[config.mk]
export PLATFORM = sky130hd
export DESIGN_NAME = psw_flag_unit_flat
export DESIGN_NICKNAME = d
export VERILOG_FILES = /design/src/rtl/psw_pkg.sv /design/src/rtl/psw_flag_unit_if.sv /design/src/rtl/cond_eval.sv /design/src/rtl/psw_flag_unit.sv /design/src/flat_wrapper.sv
export SDC_FILE = /design/constraint.sdc
export NUM_CORES = 1
export LEC_CHECK = 0
export ABC_AREA = 1
export CAP_MARGIN = 30
export CORE_UTILIZATION = 32
export CTS_BUF_LIST = sky130_fd_sc_hd__clkbuf_8
export CTS_CLUSTER_DIAMETER = 30
export DETAILED_ROUTE_END_ITERATION = 8
export PLACE_DENSITY = 0.77
export REMOVE_ABC_BUFFERS = 1
export SYNTH_ARGS = -nofsm -noshare
export SYNTH_HDL_FRONTEND = slang
export SYNTH_HIERARCHICAL = 1
export SYNTH_SLANG_ARGS = --single-unit
[constraint.sdc]
create_clock -name clk -period 1.3 [get_ports clk]
set_input_delay 0.325 -clock clk [delete_from_list [all_inputs] [get_ports clk]]
set_output_delay 0.325 -clock clk [all_outputs]
set_load 0.1 [all_outputs]
[src/rtl/psw_pkg.sv]
// psw_pkg: shared condition-code encodings and flag bit positions for the PSW flag unit.
package psw_pkg;
  localparam logic [3:0] COND_EQ = 4'd0;
  localparam logic [3:0] COND_NE = 4'd1;
  localparam logic [3:0] COND_CS = 4'd2;
  localparam logic [3:0] COND_CC = 4'd3;
  localparam logic [3:0] COND_MI = 4'd4;
  localparam logic [3:0] COND_PL = 4'd5;
  localparam logic [3:0] COND_VS = 4'd6;
  localparam logic [3:0] COND_VC = 4'd7;
  localparam logic [3:0] COND_HI = 4'd8;
  localparam logic [3:0] COND_LS = 4'd9;
  localparam logic [3:0] COND_GE = 4'd10;
  localparam logic [3:0] COND_LT = 4'd11;
  localparam logic [3:0] COND_GT = 4'd12;
  localparam logic [3:0] COND_LE = 4'd13;
  localparam logic [3:0] COND_AL = 4'd14;
  localparam logic [3:0] COND_NV = 4'd15;
  localparam int FLG_N = 3;
  localparam int FLG_Z = 2;
  localparam int FLG_C = 1;
  localparam int FLG_V = 0;
endpackage

[src/rtl/psw_flag_unit_if.sv]
// psw_flag_unit_if: ALU flag inputs, flag write mask, condition code, LIFO controls (master drives) and flags/cin/cond_true/depth/full/empty/errors (slave drives).
interface psw_flag_unit_if #(parameter int STACK_DEPTH = 4);
  localparam int CNT_W = $clog2(STACK_DEPTH + 1);
  logic alu_n, alu_z, alu_c, alu_v;
  logic [3:0] flag_we, cond;
  logic push, pop, err_clr;
  logic [3:0] flags;
  logic cin, cond_true;
  logic [CNT_W-1:0] depth;
  logic full, empty, ovf_err, unf_err;
  modport master (
    output alu_n, alu_z, alu_c, alu_v, flag_we, cond, push, pop, err_clr,
    input flags, cin, cond_true, depth, full, empty, ovf_err, unf_err
  );
  modport slave (
    input alu_n, alu_z, alu_c, alu_v, flag_we, cond, push, pop, err_clr,
    output flags, cin, cond_true, depth, full, empty, ovf_err, unf_err
  );
endinterface

[src/rtl/cond_eval.sv]
// cond_eval: combinational branch-condition evaluation; flags_i {N,Z,C,V} and cond_i in, cond_true_o out.
module cond_eval
  import psw_pkg::*;
(
  input  logic [3:0] flags_i,
  input  logic [3:0] cond_i,
  output logic       cond_true_o
);
  logic n, z, c, v;
  assign n = flags_i[FLG_N];
  assign z = flags_i[FLG_Z];
  assign c = flags_i[FLG_C];
  assign v = flags_i[FLG_V];
  always_comb begin
    cond_true_o = 1'b0;
    case (cond_i)
      COND_EQ: cond_true_o = z;
      COND_NE: cond_true_o = ~z;
      COND_CS: cond_true_o = c;
      COND_CC: cond_true_o = ~c;
      COND_MI: cond_true_o = n;
      COND_PL: cond_true_o = ~n;
      COND_VS: cond_true_o = v;
      COND_VC: cond_true_o = ~v;
      COND_HI: cond_true_o = c & ~z;
      COND_LS: cond_true_o = ~c | z;
      COND_GE: cond_true_o = n ~^ v;
      COND_LT: cond_true_o = n ^ v;
      COND_GT: cond_true_o = ~z & (n ~^ v);
      COND_LE: cond_true_o = z | (n ^ v);
      COND_AL: cond_true_o = 1'b1;
      COND_NV: cond_true_o = 1'b0;
    endcase
  end
endmodule

[src/rtl/psw_flag_unit.sv]
// psw_flag_unit: masked NZCV register with carry feedback, condition evaluation and a flag-save LIFO built only under PSW_FLAG_STACK_EN; ports clk, rst_n, bus (psw_flag_unit_if.slave).
module psw_flag_unit
  import psw_pkg::*;
#(
  parameter int STACK_DEPTH = 4
) (
  input logic clk,
  input logic rst_n,
  psw_flag_unit_if.slave bus
);
  localparam int CNT_W = $clog2(STACK_DEPTH + 1);
  logic [3:0] flags_q, flags_d, alu_f, wr_f;
  assign alu_f = {bus.alu_n, bus.alu_z, bus.alu_c, bus.alu_v};
  assign wr_f = (alu_f & bus.flag_we) | (flags_q & ~bus.flag_we);
`ifdef PSW_FLAG_STACK_EN
  localparam int IDX_W = $clog2(STACK_DEPTH);
  logic [3:0] stk_q [STACK_DEPTH];
  logic [CNT_W-1:0] depth_q, depth_d;
  logic ovf_q, unf_q, ovf_d, unf_d, full, empty, do_push, do_pop;
  assign full = depth_q == CNT_W'(STACK_DEPTH);
  assign empty = depth_q == '0;
  assign do_push = bus.push & ~bus.pop & ~full;
  assign do_pop = bus.pop & ~bus.push & ~empty;
  assign ovf_d = (bus.push & ~bus.pop & full) | (ovf_q & ~bus.err_clr);
  assign unf_d = (bus.pop & ~bus.push & empty) | (unf_q & ~bus.err_clr);
  assign depth_d = do_push ? depth_q + 1'b1 : do_pop ? depth_q - 1'b1 : depth_q;
  assign flags_d = do_pop ? stk_q[IDX_W'(depth_q - 1'b1)] : wr_f;
  always_ff @(posedge clk)
    if (do_push) stk_q[depth_q[IDX_W-1:0]] <= flags_q;
  always_ff @(posedge clk or negedge rst_n)
    if (!rst_n) begin
      depth_q <= '0;
      ovf_q <= 1'b0;
      unf_q <= 1'b0;
    end else begin
      depth_q <= depth_d;
      ovf_q <= ovf_d;
      unf_q <= unf_d;
    end
  assign bus.depth = depth_q;
  assign bus.full = full;
  assign bus.empty = empty;
  assign bus.ovf_err = ovf_q;
  assign bus.unf_err = unf_q;
`else
  logic unused_stk;
  assign unused_stk = bus.push ^ bus.pop ^ bus.err_clr;
  assign flags_d = wr_f;
  assign bus.depth = '0;
  assign bus.full = 1'b0;
  assign bus.empty = 1'b1;
  assign bus.ovf_err = 1'b0;
  assign bus.unf_err = 1'b0;
`endif
  always_ff @(posedge clk or negedge rst_n)
    if (!rst_n) flags_q <= '0;
    else flags_q <= flags_d;
  assign bus.flags = flags_q;
  assign bus.cin = flags_q[FLG_C];
  cond_eval u_cond (
    .flags_i(flags_q),
    .cond_i(bus.cond),
    .cond_true_o(bus.cond_true)
  );
endmodule
[src/flat_wrapper.sv]
// flat-port wrapper written by rule: the top's interface ports become plain ports
module psw_flag_unit_flat import psw_pkg::*;
#(
  parameter int STACK_DEPTH = 4
)
  (clk, rst_n, bus_alu_n, bus_alu_z, bus_alu_c, bus_alu_v, bus_flag_we, bus_cond, bus_push, bus_pop, bus_err_clr, bus_flags, bus_cin, bus_cond_true, bus_depth, bus_full, bus_empty, bus_ovf_err, bus_unf_err);
  psw_flag_unit_if #(.STACK_DEPTH(STACK_DEPTH)) bus_i ();
  input logic clk;
  input logic rst_n;
  input wire logic [$bits(bus_i.alu_n)-1:0] bus_alu_n;
  input wire logic [$bits(bus_i.alu_z)-1:0] bus_alu_z;
  input wire logic [$bits(bus_i.alu_c)-1:0] bus_alu_c;
  input wire logic [$bits(bus_i.alu_v)-1:0] bus_alu_v;
  input wire logic [$bits(bus_i.flag_we)-1:0] bus_flag_we;
  input wire logic [$bits(bus_i.cond)-1:0] bus_cond;
  input wire logic [$bits(bus_i.push)-1:0] bus_push;
  input wire logic [$bits(bus_i.pop)-1:0] bus_pop;
  input wire logic [$bits(bus_i.err_clr)-1:0] bus_err_clr;
  output wire logic [$bits(bus_i.flags)-1:0] bus_flags;
  output wire logic [$bits(bus_i.cin)-1:0] bus_cin;
  output wire logic [$bits(bus_i.cond_true)-1:0] bus_cond_true;
  output wire logic [$bits(bus_i.depth)-1:0] bus_depth;
  output wire logic [$bits(bus_i.full)-1:0] bus_full;
  output wire logic [$bits(bus_i.empty)-1:0] bus_empty;
  output wire logic [$bits(bus_i.ovf_err)-1:0] bus_ovf_err;
  output wire logic [$bits(bus_i.unf_err)-1:0] bus_unf_err;
  assign bus_i.alu_n = bus_alu_n;
  assign bus_i.alu_z = bus_alu_z;
  assign bus_i.alu_c = bus_alu_c;
  assign bus_i.alu_v = bus_alu_v;
  assign bus_i.flag_we = bus_flag_we;
  assign bus_i.cond = bus_cond;
  assign bus_i.push = bus_push;
  assign bus_i.pop = bus_pop;
  assign bus_i.err_clr = bus_err_clr;
  assign bus_flags = bus_i.flags;
  assign bus_cin = bus_i.cin;
  assign bus_cond_true = bus_i.cond_true;
  assign bus_depth = bus_i.depth;
  assign bus_full = bus_i.full;
  assign bus_empty = bus_i.empty;
  assign bus_ovf_err = bus_i.ovf_err;
  assign bus_unf_err = bus_i.unf_err;
  psw_flag_unit #(.STACK_DEPTH(STACK_DEPTH)) u_core (.clk(clk), .rst_n(rst_n), .bus(bus_i));
endmodule
==> results.md, run 1 <==
* Dominant cells by area after synthesis: sky130_fd_sc_hd__nand2_1, sky130_fd_sc_hd__dfrtp_1, sky130_fd_sc_hd__buf_4
* Antenna Cells at 0
* Critical Setup Path Class: register to output port
* Slowest stage cell on the critical path: sky130_fd_sc_hd__dfrtp_2
* Fin crit period at 1750 ps
* Wirelength per Cell at 8.45 um
* Placement-stage worst setup slack at -726 ps
* Buffer type at the clock tree root: sky130_fd_sc_hd__clkbuf_8
* Crit share post-route at 1.34
* Die outline width at 39.1 um
* Average instance area after synthesis at 5.87 um2
* WP data required at 980 ps
* Vias at 500
* Commonest cells after routing, fill and taps aside: sky130_fd_sc_hd__nand2_1, sky130_fd_sc_hd__clkdlybuf4s50_1, sky130_fd_sc_hd__inv_1, sky130_fd_sc_hd__nand3_1, sky130_fd_sc_hd__conb_1
* Clock network latency to the later pin of the worst-skew pair at 210 ps
* Worst path buffer plus inverter count at 1
* Number of I/O pins at 30
* Share of total power in combinational logic at 0.549
* Count of fill cells added during filler insertion at 113
* Instance count of the mapped netlist at 75
* Clock sinks at 4
* Synthesis-to-layout area growth at 74.7%
* Stage delay of the slowest cell on the critical path at 430 ps
* IR drop worst, VDD at 0.756 mV
* Placed Cells at 110
* Seq cells post-synth at 4
* Setup repair after global routing missed its margin: true
* Cell repeated most along the worst path: sky130_fd_sc_hd__nand2_1
* Aggregate global-route resource usage at 0.157
* Critical path, cell by cell: nand2_1 -> nand3_1 -> nand2_1 -> nand2_1 -> nand2_1 -> nand3_1 -> nand2_1 -> nand3_2 -> buf_12
* Number of core rows at 13
* Core ar. at 1280 um2
* Pins Over Slew Limit at 0
* Number of remaining DRC errors at 0
* Result of the run: finished, violations left
* CTS HTree Levels at 1
* Total number of yosys warnings at 6
* Weighted congestion reported at the end of routability-driven placement at 0.804
* Worst Hold Class: input port to asynchronous set/reset pin
* Total Nets Final at 119
* Number of clock buffers inserted by TritonCTS at 3
* Achievable frequency at 572 MHz
* Detailed router's first-iteration violation count at 3
* Total power at 0.000900 W
* Critical path fanouts, max at 6
* Non-Filler Instances at 115
* Global route total overflow at 0
* Sw Share at 0.449
* Antenna violations before repair at 0
* Hold Worst Slack at 309 ps
* Top cell family by delay on the critical path: simple AND/OR/NAND/NOR gates
* CTS clk-pin slew, worst paths at 30 ps
* Reported net switching power at 0.000404 W
* Sequential cell fraction of total power at 0.168
* Reported leakage power at 0.413 nW
* Floorplan die area at 1530 um2
* Aggregate routed wire length at 972 um
* Final Setup Violations at 2
* Number of optimization iterations in the first detailed-route pass at 4
* Final WS setup at -447 ps
* Endpoint class of the critical path: output port
* Sequential element share of the synthesized area at 0.227
* Antenna violation net count after detailed routing at 0
* Final clock skew at 0 ps
* Number of endpoints with negative hold slack in the final report at 0
* PwrDens at 1170 nW/um2
* DIE HEIGHT at 39.1 um
* Initial core utilization at 0.343
* Area share of the largest cell type after synthesis at 0.230
* Maximum Capacitance Violations at 0
* Average via count per standard cell at 4.35
* I/O Buffers at 19
* Element type at the critical path start: register
* Leading cell type in the layout, fill and taps excluded: sky130_fd_sc_hd__nand2_1
* CTS tree: yes
* Maximum buffer depth of the clock tree at 2
* Cts-stage hold buffer count at 0
* Internal power component at 0.000496 W
* Share of final-layout standard cells stronger than drive strength 1 at 0.310
* Violations in the final reports: negative setup slack
* First-pass GRT wire length at 1600 um
* Cell taking the most area after synthesis: sky130_fd_sc_hd__nand2_1
* Pin count of the biggest net entering global routing at 7
* Cell area after technology mapping at 440 um2
* Count of cell types in the netlist at 16
* Number of global-route vias before repair at 451
* Arrival time of the worst setup path at 1420 ps
* HPWL Detailed at 773 um
* Proportion of power drawn by the clock network at 0.283
kinds of logic (layout without fill, tap and decap cells):
logic type             Yosys count  count (layout)  synth area share
DFF                              4               4             0.227
AOI/OAI and AO/OA                6               6            0.0909
buffers and inverters           20              40             0.239
other                            2               7            0.0171
and+or+nand+nor                 43              43             0.426
timing repair:
action                                  in CTS  in global routing
gates resized for setup                     13                  4
pin swaps                                    4                  0
endpoints found under the setup margin       4                  4
buffers inserted                             2                  1
routing by layer:
metal / track usage / vias to the layer above / routed length [um]
li1: - / 265 / -
met4: 0.103 / 0 / 0
met1: 0.163 / 214 / 387
met3: 0.0405 / 0 / 62
met5: 0 / - / 0
met2: 0.271 / 21 / 523
metrics by stage:
step                      cell area (um2)  setup TNS, ps  utilization
final                                 769           -562        0.599
after global routing                  769           -693        0.599
after CTS                             757           -456        0.589
after detailed placement              698           -726        0.543
after global placement                698           -711        0.543
after floorplan                       399          -3200            -
cell usage after synthesis (all sizes together):
cell	count
a21oi	1
buf	8
conb	2
dfrtp	4
inv	12
nand2	29
nand3	9
nor2	5
o211ai	2
o21ai	3
final cells by class:
cell class,instances,area [um2],share of cell area
flip-flops and latches,4,103,0.133
clock buffers,3,41.3,0.0537
repair buffers,25,293,0.380
inverters,12,45.0,0.0585
well taps,15,18.8,0.0244
multi-input cells,56,269,0.350
path summary, 6_finish.rpt:
| check | to | slack, ps | cells past startpoint |
|---|---|---|---|
| worst max-delay path | bus_cond_true | -450 | 9 |
| max in group asynchronous | asynchronous set/reset pin | 810 | 1 |
| worst max register to register | register | 370 | 4 |
| worst min register to register | register | 600 | 3 |
| worst min-delay path | asynchronous set/reset pin | 310 | 1 |
| min in group clk | register | 600 | 3 |
power groups by stage:
| stage | clock network, W | logic [W] | registers, W |
|---|---|---|---|
| after floorplan | 0 | 0.000208 | 0.000254 |
| after global placement | 0 | 0.000479 | 0.000150 |
| after detailed placement | 0 | 0.000483 | 0.000150 |
| after CTS | 0.000264 | 0.000488 | 0.000150 |
| after global routing | 0.000279 | 0.000520 | 0.000154 |
| final | 0.000255 | 0.000494 | 0.000151 |
Power figures use the tool's default switching activity.
==> run 2, diff against run 1 <==
--- a/config.mk
+++ b/config.mk
@@ -12,6 +12,7 @@
 export CTS_CLUSTER_DIAMETER = 30
 export DETAILED_ROUTE_END_ITERATION = 8
 export PLACE_DENSITY = 0.77
+export RECOVER_POWER = 25
 export REMOVE_ABC_BUFFERS = 1
 export SYNTH_ARGS = -nofsm -noshare
 export SYNTH_HDL_FRONTEND = slang
==> results.md, run 2 (same netlist as run 1, synthesis figures left out) <==
* Result of the run: finished, violations left
* Violations in the final reports: negative setup slack
* Cell repeated most along the worst path: sky130_fd_sc_hd__nand2_1
* Number of remaining DRC errors at 0
* Pins Over Slew Limit at 0
* Critical Setup Path Class: register to output port
* Average via count per standard cell at 4.35
* IR drop worst, VDD at 0.756 mV
* Clock sinks at 4
* Number of optimization iterations in the first detailed-route pass at 4
* Number of I/O pins at 30
* Fin crit period at 1750 ps
* Total Nets Final at 119
* Stage delay of the slowest cell on the critical path at 430 ps
* Aggregate routed wire length at 972 um
* Non-Filler Instances at 115
* Core occupancy in the finished layout at 0.599
* Achievable frequency at 572 MHz
* PwrDens at 1170 nW/um2
* CTS HTree Levels at 1
* Detailed router's first-iteration violation count at 3
* WP data required at 980 ps
* Number of core rows at 13
* Share of final-layout standard cells stronger than drive strength 1 at 0.310
* Floorplan die area at 1530 um2
* Antenna Cells at 0
* CTS tree: yes
* DIE HEIGHT at 39.1 um
* Final Setup Violations at 2
* Pin count of the biggest net entering global routing at 7
* HPWL Detailed at 773 um
* Antenna violation net count after detailed routing at 0
* Core ar. at 1280 um2
* Final setup TNS at -562 ps
* I/O Buffers at 19
* Placement-stage worst setup slack at -726 ps
* Number of global-route vias before repair at 451
* Commonest cells after routing, fill and taps aside: sky130_fd_sc_hd__nand2_1, sky130_fd_sc_hd__clkdlybuf4s50_1, sky130_fd_sc_hd__inv_1, sky130_fd_sc_hd__nand3_1, sky130_fd_sc_hd__conb_1
* Critical path, cell by cell: nand2_1 -> nand3_1 -> nand2_1 -> nand2_1 -> nand2_1 -> nand3_1 -> nand2_1 -> nand3_2 -> buf_12
* M2 GR Usage at 0.271
* Aggregate global-route resource usage at 0.157
* Placed Cells at 110
* Element type at the critical path start: register
* Cts-stage hold buffer count at 0
* Initial core utilization at 0.343
* Wirelength per Cell at 8.45 um
* Arrival time of the worst setup path at 1420 ps
* Final WS setup at -447 ps
* Maximum buffer depth of the clock tree at 2
* Weighted congestion reported at the end of routability-driven placement at 0.804
* Leading cell type in the layout, fill and taps excluded: sky130_fd_sc_hd__nand2_1
* Setup repair after global routing missed its margin: true
* Reported leakage power at 0.413 nW
* Endpoint class of the critical path: output port
* Critical path fanouts, max at 6
* Clock network latency to the later pin of the worst-skew pair at 210 ps
* Worst Hold Class: input port to asynchronous set/reset pin
* GR Util met1 at 0.163
* Buffer type at the clock tree root: sky130_fd_sc_hd__clkbuf_8
* Crit share post-route at 1.34
* First-pass GRT wire length at 1600 um
* Final clock skew at 0 ps
* Synthesis-to-layout area growth at 74.7%
* Die outline width at 39.1 um
* Number of endpoints with negative hold slack in the final report at 0
* Most Used Layer, Global Route: met2
* Met3 layer usage reported by global route at 0.0405
* Antenna violations before repair at 0
* Total power at 0.000900 W
* CTS clk-pin slew, worst paths at 30 ps
* Number of cell instances on the worst register-to-register path at 4
* Number of clock buffers inserted by TritonCTS at 3
* Global route total overflow at 0
* Register-to-register path setup slack at 370 ps
* Vias at 500
* Maximum Capacitance Violations at 0
* Slowest stage cell on the critical path: sky130_fd_sc_hd__dfrtp_2
## run 2: cell type report
class                   instances  area [um2]
fillers                       113         515
repair buffers                 25         293
multi-input cells              56         269
flip-flops and latches          4         103
inverters                      12        45.0
clock buffers                   3        41.3
well taps                      15        18.8
## run 2: worst max-delay path by stage
stage	start	cells after the start	slack (ps)	end
2_1_floorplan	register	9	-1510	bus_cond_true
3_3_place_gp	bus_cond[0]	11	-710	bus_cond_true
3_5_place_dp	bus_cond[0]	11	-730	bus_cond_true
4_1_cts	register	9	-450	bus_cond_true
5_1_grt	register	9	-560	bus_cond_true
6_report	register	9	-450	bus_cond_true
## run 2: worst max-delay path, delay by kind of cell (launching register included)
kind | cells | cell delay [ps]
simple gates | 8 | 600
flops | 1 | 430
buf+inv | 1 | 180
## run 2: routing by layer
metal | wire, um | vias to the layer above
met5 | 0 | -
met3 | 62 | 0
met2 | 523 | 21
li1 | - | 265
met1 | 387 | 214
met4 | 0 | 0
## run 2: where the power goes
part | internal (W) | leakage, nW | switching (W) | total, W
Combinational | 0.000161 | 0.345 | 0.000332 | 0.000494
Sequential | 0.000138 | 0.0464 | 0.0000134 | 0.000151
Clock | 0.000197 | 0.0216 | 0.0000582 | 0.000255
## run 2: stage by stage
| step | cell area [um2] | hold slack, ps |
|---|---|---|
| floorplan | 399 | 29.4 |
| detailed placement | 698 | 540 |
| global placement | 698 | 533 |
| finish | 769 | 379 |
| CTS | 757 | 312 |
| global route | 769 | 389 |
## run 2: timing repair
action	in CTS	in global routing
gates cloned	0	0
endpoints found under the setup margin	4	4
pin swaps	4	0
gates resized for setup	13	4
setup buffers	2	1
==> run 3, diff against run 2 <==
--- a/config.mk
+++ b/config.mk
@@ -5,13 +5,16 @@
 export SDC_FILE = /design/constraint.sdc
 export NUM_CORES = 1
 export LEC_CHECK = 0
-export ABC_AREA = 1
 export CAP_MARGIN = 30
-export CORE_UTILIZATION = 32
+export CELL_PAD_IN_SITES_DETAIL_PLACEMENT = 1
+export CELL_PAD_IN_SITES_GLOBAL_PLACEMENT = 1
+export CORE_ASPECT_RATIO = 0.75
+export CORE_UTILIZATION = 22
 export CTS_BUF_LIST = sky130_fd_sc_hd__clkbuf_8
 export CTS_CLUSTER_DIAMETER = 30
+export CTS_CLUSTER_SIZE = 40
 export DETAILED_ROUTE_END_ITERATION = 8
-export PLACE_DENSITY = 0.77
+export PLACE_DENSITY_LB_ADDON = 0.1
 export RECOVER_POWER = 25
 export REMOVE_ABC_BUFFERS = 1
 export SYNTH_ARGS = -nofsm -noshare
==> results.md, run 3 <==
* Result of the run: finished, violations left
* Violations in the final reports: negative setup slack
* Clock sinks at 4
* Final WS setup at -825 ps
* Wirelength per Cell at 12.7 um
* Detailed router's first-iteration violation count at 3
* Final Setup Violations at 1
* IR drop worst, VDD at 0.743 mV
* Placement-stage worst setup slack at -1120 ps
* Number of global-route vias before repair at 427
* Total power at 0.000989 W
* Area share of the largest cell type after synthesis at 0.226
* Pin count of the biggest net entering global routing at 9
* Proportion of power drawn by the clock network at 0.259
* Number of optimization iterations in the first detailed-route pass at 4
* Average via count per standard cell at 4.31
* Core ar. at 1810 um2
* Number of I/O pins at 30
* Global route total overflow at 0
* Number of clock buffers inserted by TritonCTS at 3
* Asr flop ratio synth at 1.00
* CTS HTree Levels at 1
* Hold Worst Slack at 385 ps
* Clock network latency to the later pin of the worst-skew pair at 210 ps
* Top_reg_cell synth: sky130_fd_sc_hd__dfrtp_1
* Internal power component at 0.000571 W
* Antenna violation net count after detailed routing at 0
* Most used standard cells in the synthesized netlist: sky130_fd_sc_hd__buf_4, sky130_fd_sc_hd__dfrtp_1, sky130_fd_sc_hd__mux2_4
* Share of total power in combinational logic at 0.580
* Most Used Layer, Global Route: met2
* Cell area after technology mapping at 443 um2
* Number of endpoints with negative hold slack in the final report at 0
* Antenna Cells at 0
* Arrival time of the worst setup path at 1800 ps
* Count of cell types in the netlist at 25
* Critical Setup Path Class: register to output port
* Sw Share at 0.423
* Aggregate routed wire length at 1200 um
* Worst Hold Class: input port to asynchronous set/reset pin
* Crit share post-route at 1.63
* Count of flip-flops with a built-in enable after synthesis at 0
* Initial core utilization at 0.245
* Reported net switching power at 0.000419 W
* Sequential element share of the synthesized area at 0.226
* Cell taking the most area after synthesis: sky130_fd_sc_hd__dfrtp_1
* Aggregate global-route resource usage at 0.138
* Instance count of the mapped netlist at 44
* Final setup TNS at -825 ps
* Total Nets Final at 92
* Commonest cells after routing, fill and taps aside: sky130_fd_sc_hd__clkdlybuf4s50_1, sky130_fd_sc_hd__buf_4, sky130_fd_sc_hd__conb_1
* Weighted congestion reported at the end of routability-driven placement at 0.692
* I/O Buffers at 19
* Maximum Capacitance Violations at 0
* WP data required at 980 ps
* Achievable frequency at 471 MHz
* Met3 layer usage reported by global route at 0.0556
* Multi-input combinational cell area at 318 um2
* Endpoint class of the critical path: output port
* M2 GR Usage at 0.210
* Critical path fanouts, max at 4
* Setup repair after global routing missed its margin: true
* Floorplan die area at 2200 um2
* Share of final-layout standard cells stronger than drive strength 1 at 0.507
* Element type at the critical path start: register
* PwrDens at 1150 nW/um2
* Fin crit period at 2120 ps
* Total number of yosys warnings at 6
* Synthesis-to-layout area growth at 93.8%
* Number of remaining DRC errors at 0
* Seq cells post-synth at 4
* Cell with the most instances after synthesis: sky130_fd_sc_hd__buf_4
* Average instance area after synthesis at 10.1 um2
* First-pass GRT wire length at 2010 um
* Antenna violations before repair at 0
* Maximum buffer depth of the clock tree at 2
* Register-to-register path setup slack at 330 ps
* Vias at 409
* Storage cell area at 103 um2
* Core occupancy in the finished layout at 0.475
* Number of core rows at 13
* CTS clk-pin slew, worst paths at 30 ps
* Reported leakage power at 0.384 nW
* GR Util met1 at 0.178
* DIE HEIGHT at 40.9 um
* Pins Over Slew Limit at 0
* Cts-stage hold buffer count at 0
* Die outline width at 53.8 um
* Final clock skew at 0 ps
* Count of fill cells added during filler insertion at 189
* CTS tree: yes
* Sequential cell fraction of total power at 0.161
* HPWL Detailed at 940 um
* Buffer type at the clock tree root: sky130_fd_sc_hd__clkbuf_8
* Dominant cells by area after synthesis: sky130_fd_sc_hd__dfrtp_1, sky130_fd_sc_hd__buf_4, sky130_fd_sc_hd__mux2_4
==> run 3: cell count changes in the layout (fill, tap and decap cells not counted), sizes merged, moves of 4 or more <==
cell	previous run	this run
mux2	0	4
nand2	29	0
nand3	9	0
buf	12	17
inv	12	1
nor2	5	1
==> run 3: area by class of cell <==
type	instances	share of cell area
Clock buffer	3	0.0481
Inverter	1	0.00437
Multi-Input combinational cell	34	0.370
Sequential cell	4	0.120
Tap cell	22	0.0321
Timing Repair Buffer	31	0.426
==> run 3: timing repair <==
action / 4_1_cts / 5_1_grt
setup endpoints to repair: 2 / 5
gates resized for setup: 15 / 4
buffers inserted: 4 / 0
pin swaps: 2 / 3
==> run 3: power groups by stage <==
| stage | Combinational [W] | Clock (W) | Sequential, W |
|---|---|---|---|
| after detailed placement | 0.000525 | 0 | 0.000155 |
| final | 0.000574 | 0.000257 | 0.000159 |
| after floorplan | 0.000202 | 0 | 0.000271 |
| after global placement | 0.000523 | 0 | 0.000155 |
| after CTS | 0.000570 | 0.000265 | 0.000157 |
| after global routing | 0.000597 | 0.000277 | 0.000161 |
==> run 3: metal layers <==
| layer | vias to the layer above | part of all wire |
|---|---|---|
| met4 | 0 | 0 |
| li1 | 204 | - |
| met3 | 0 | 0.057 |
| met1 | 186 | 0.51 |
| met2 | 19 | 0.44 |
| met5 | - | 0 |
==> run 3: logic make-up after synthesis <==
group | count (synthesis) | share of synthesized area
AOI/OAI and AO/OA | 8 | 0.153
xor gates and xnor gates | 4 | 0.0791
buffers and inverters | 11 | 0.195
DFF | 4 | 0.226
muxes | 4 | 0.136
other | 2 | 0.0170
and+or+nand+nor | 11 | 0.195
==> run 3: worst paths after layout <==
| kind | startpoint | end | cells past startpoint |
|---|---|---|---|
| setup / recovery | register | bus_cond_true | 5 |
| hold / removal | rst_n | asynchronous set/reset pin | 1 |
| setup reg to reg | register | register | 2 |
| hold reg to reg | register | register | 2 |
| max in group asynchronous | rst_n | asynchronous set/reset pin | 1 |
| min in group clk | register | register | 2 |
==> run 3: through the flow <==
stage / area (um2) / cells
after CTS: 842 / 95
final: 858 / 95
after global routing: 858 / 95
after floorplan: 379 / 39
after detailed placement: 717 / 88
after global placement: 717 / 88
==> run 3: worst max-delay path: stages (launching register included) <==
cell	delay [ps]
sky130_fd_sc_hd__dfrtp_1	400
sky130_fd_sc_hd__nor3b_4	170
sky130_fd_sc_hd__or3_1	350
sky130_fd_sc_hd__a311oi_1	230
sky130_fd_sc_hd__a31oi_1	110
sky130_fd_sc_hd__bufbuf_16	310
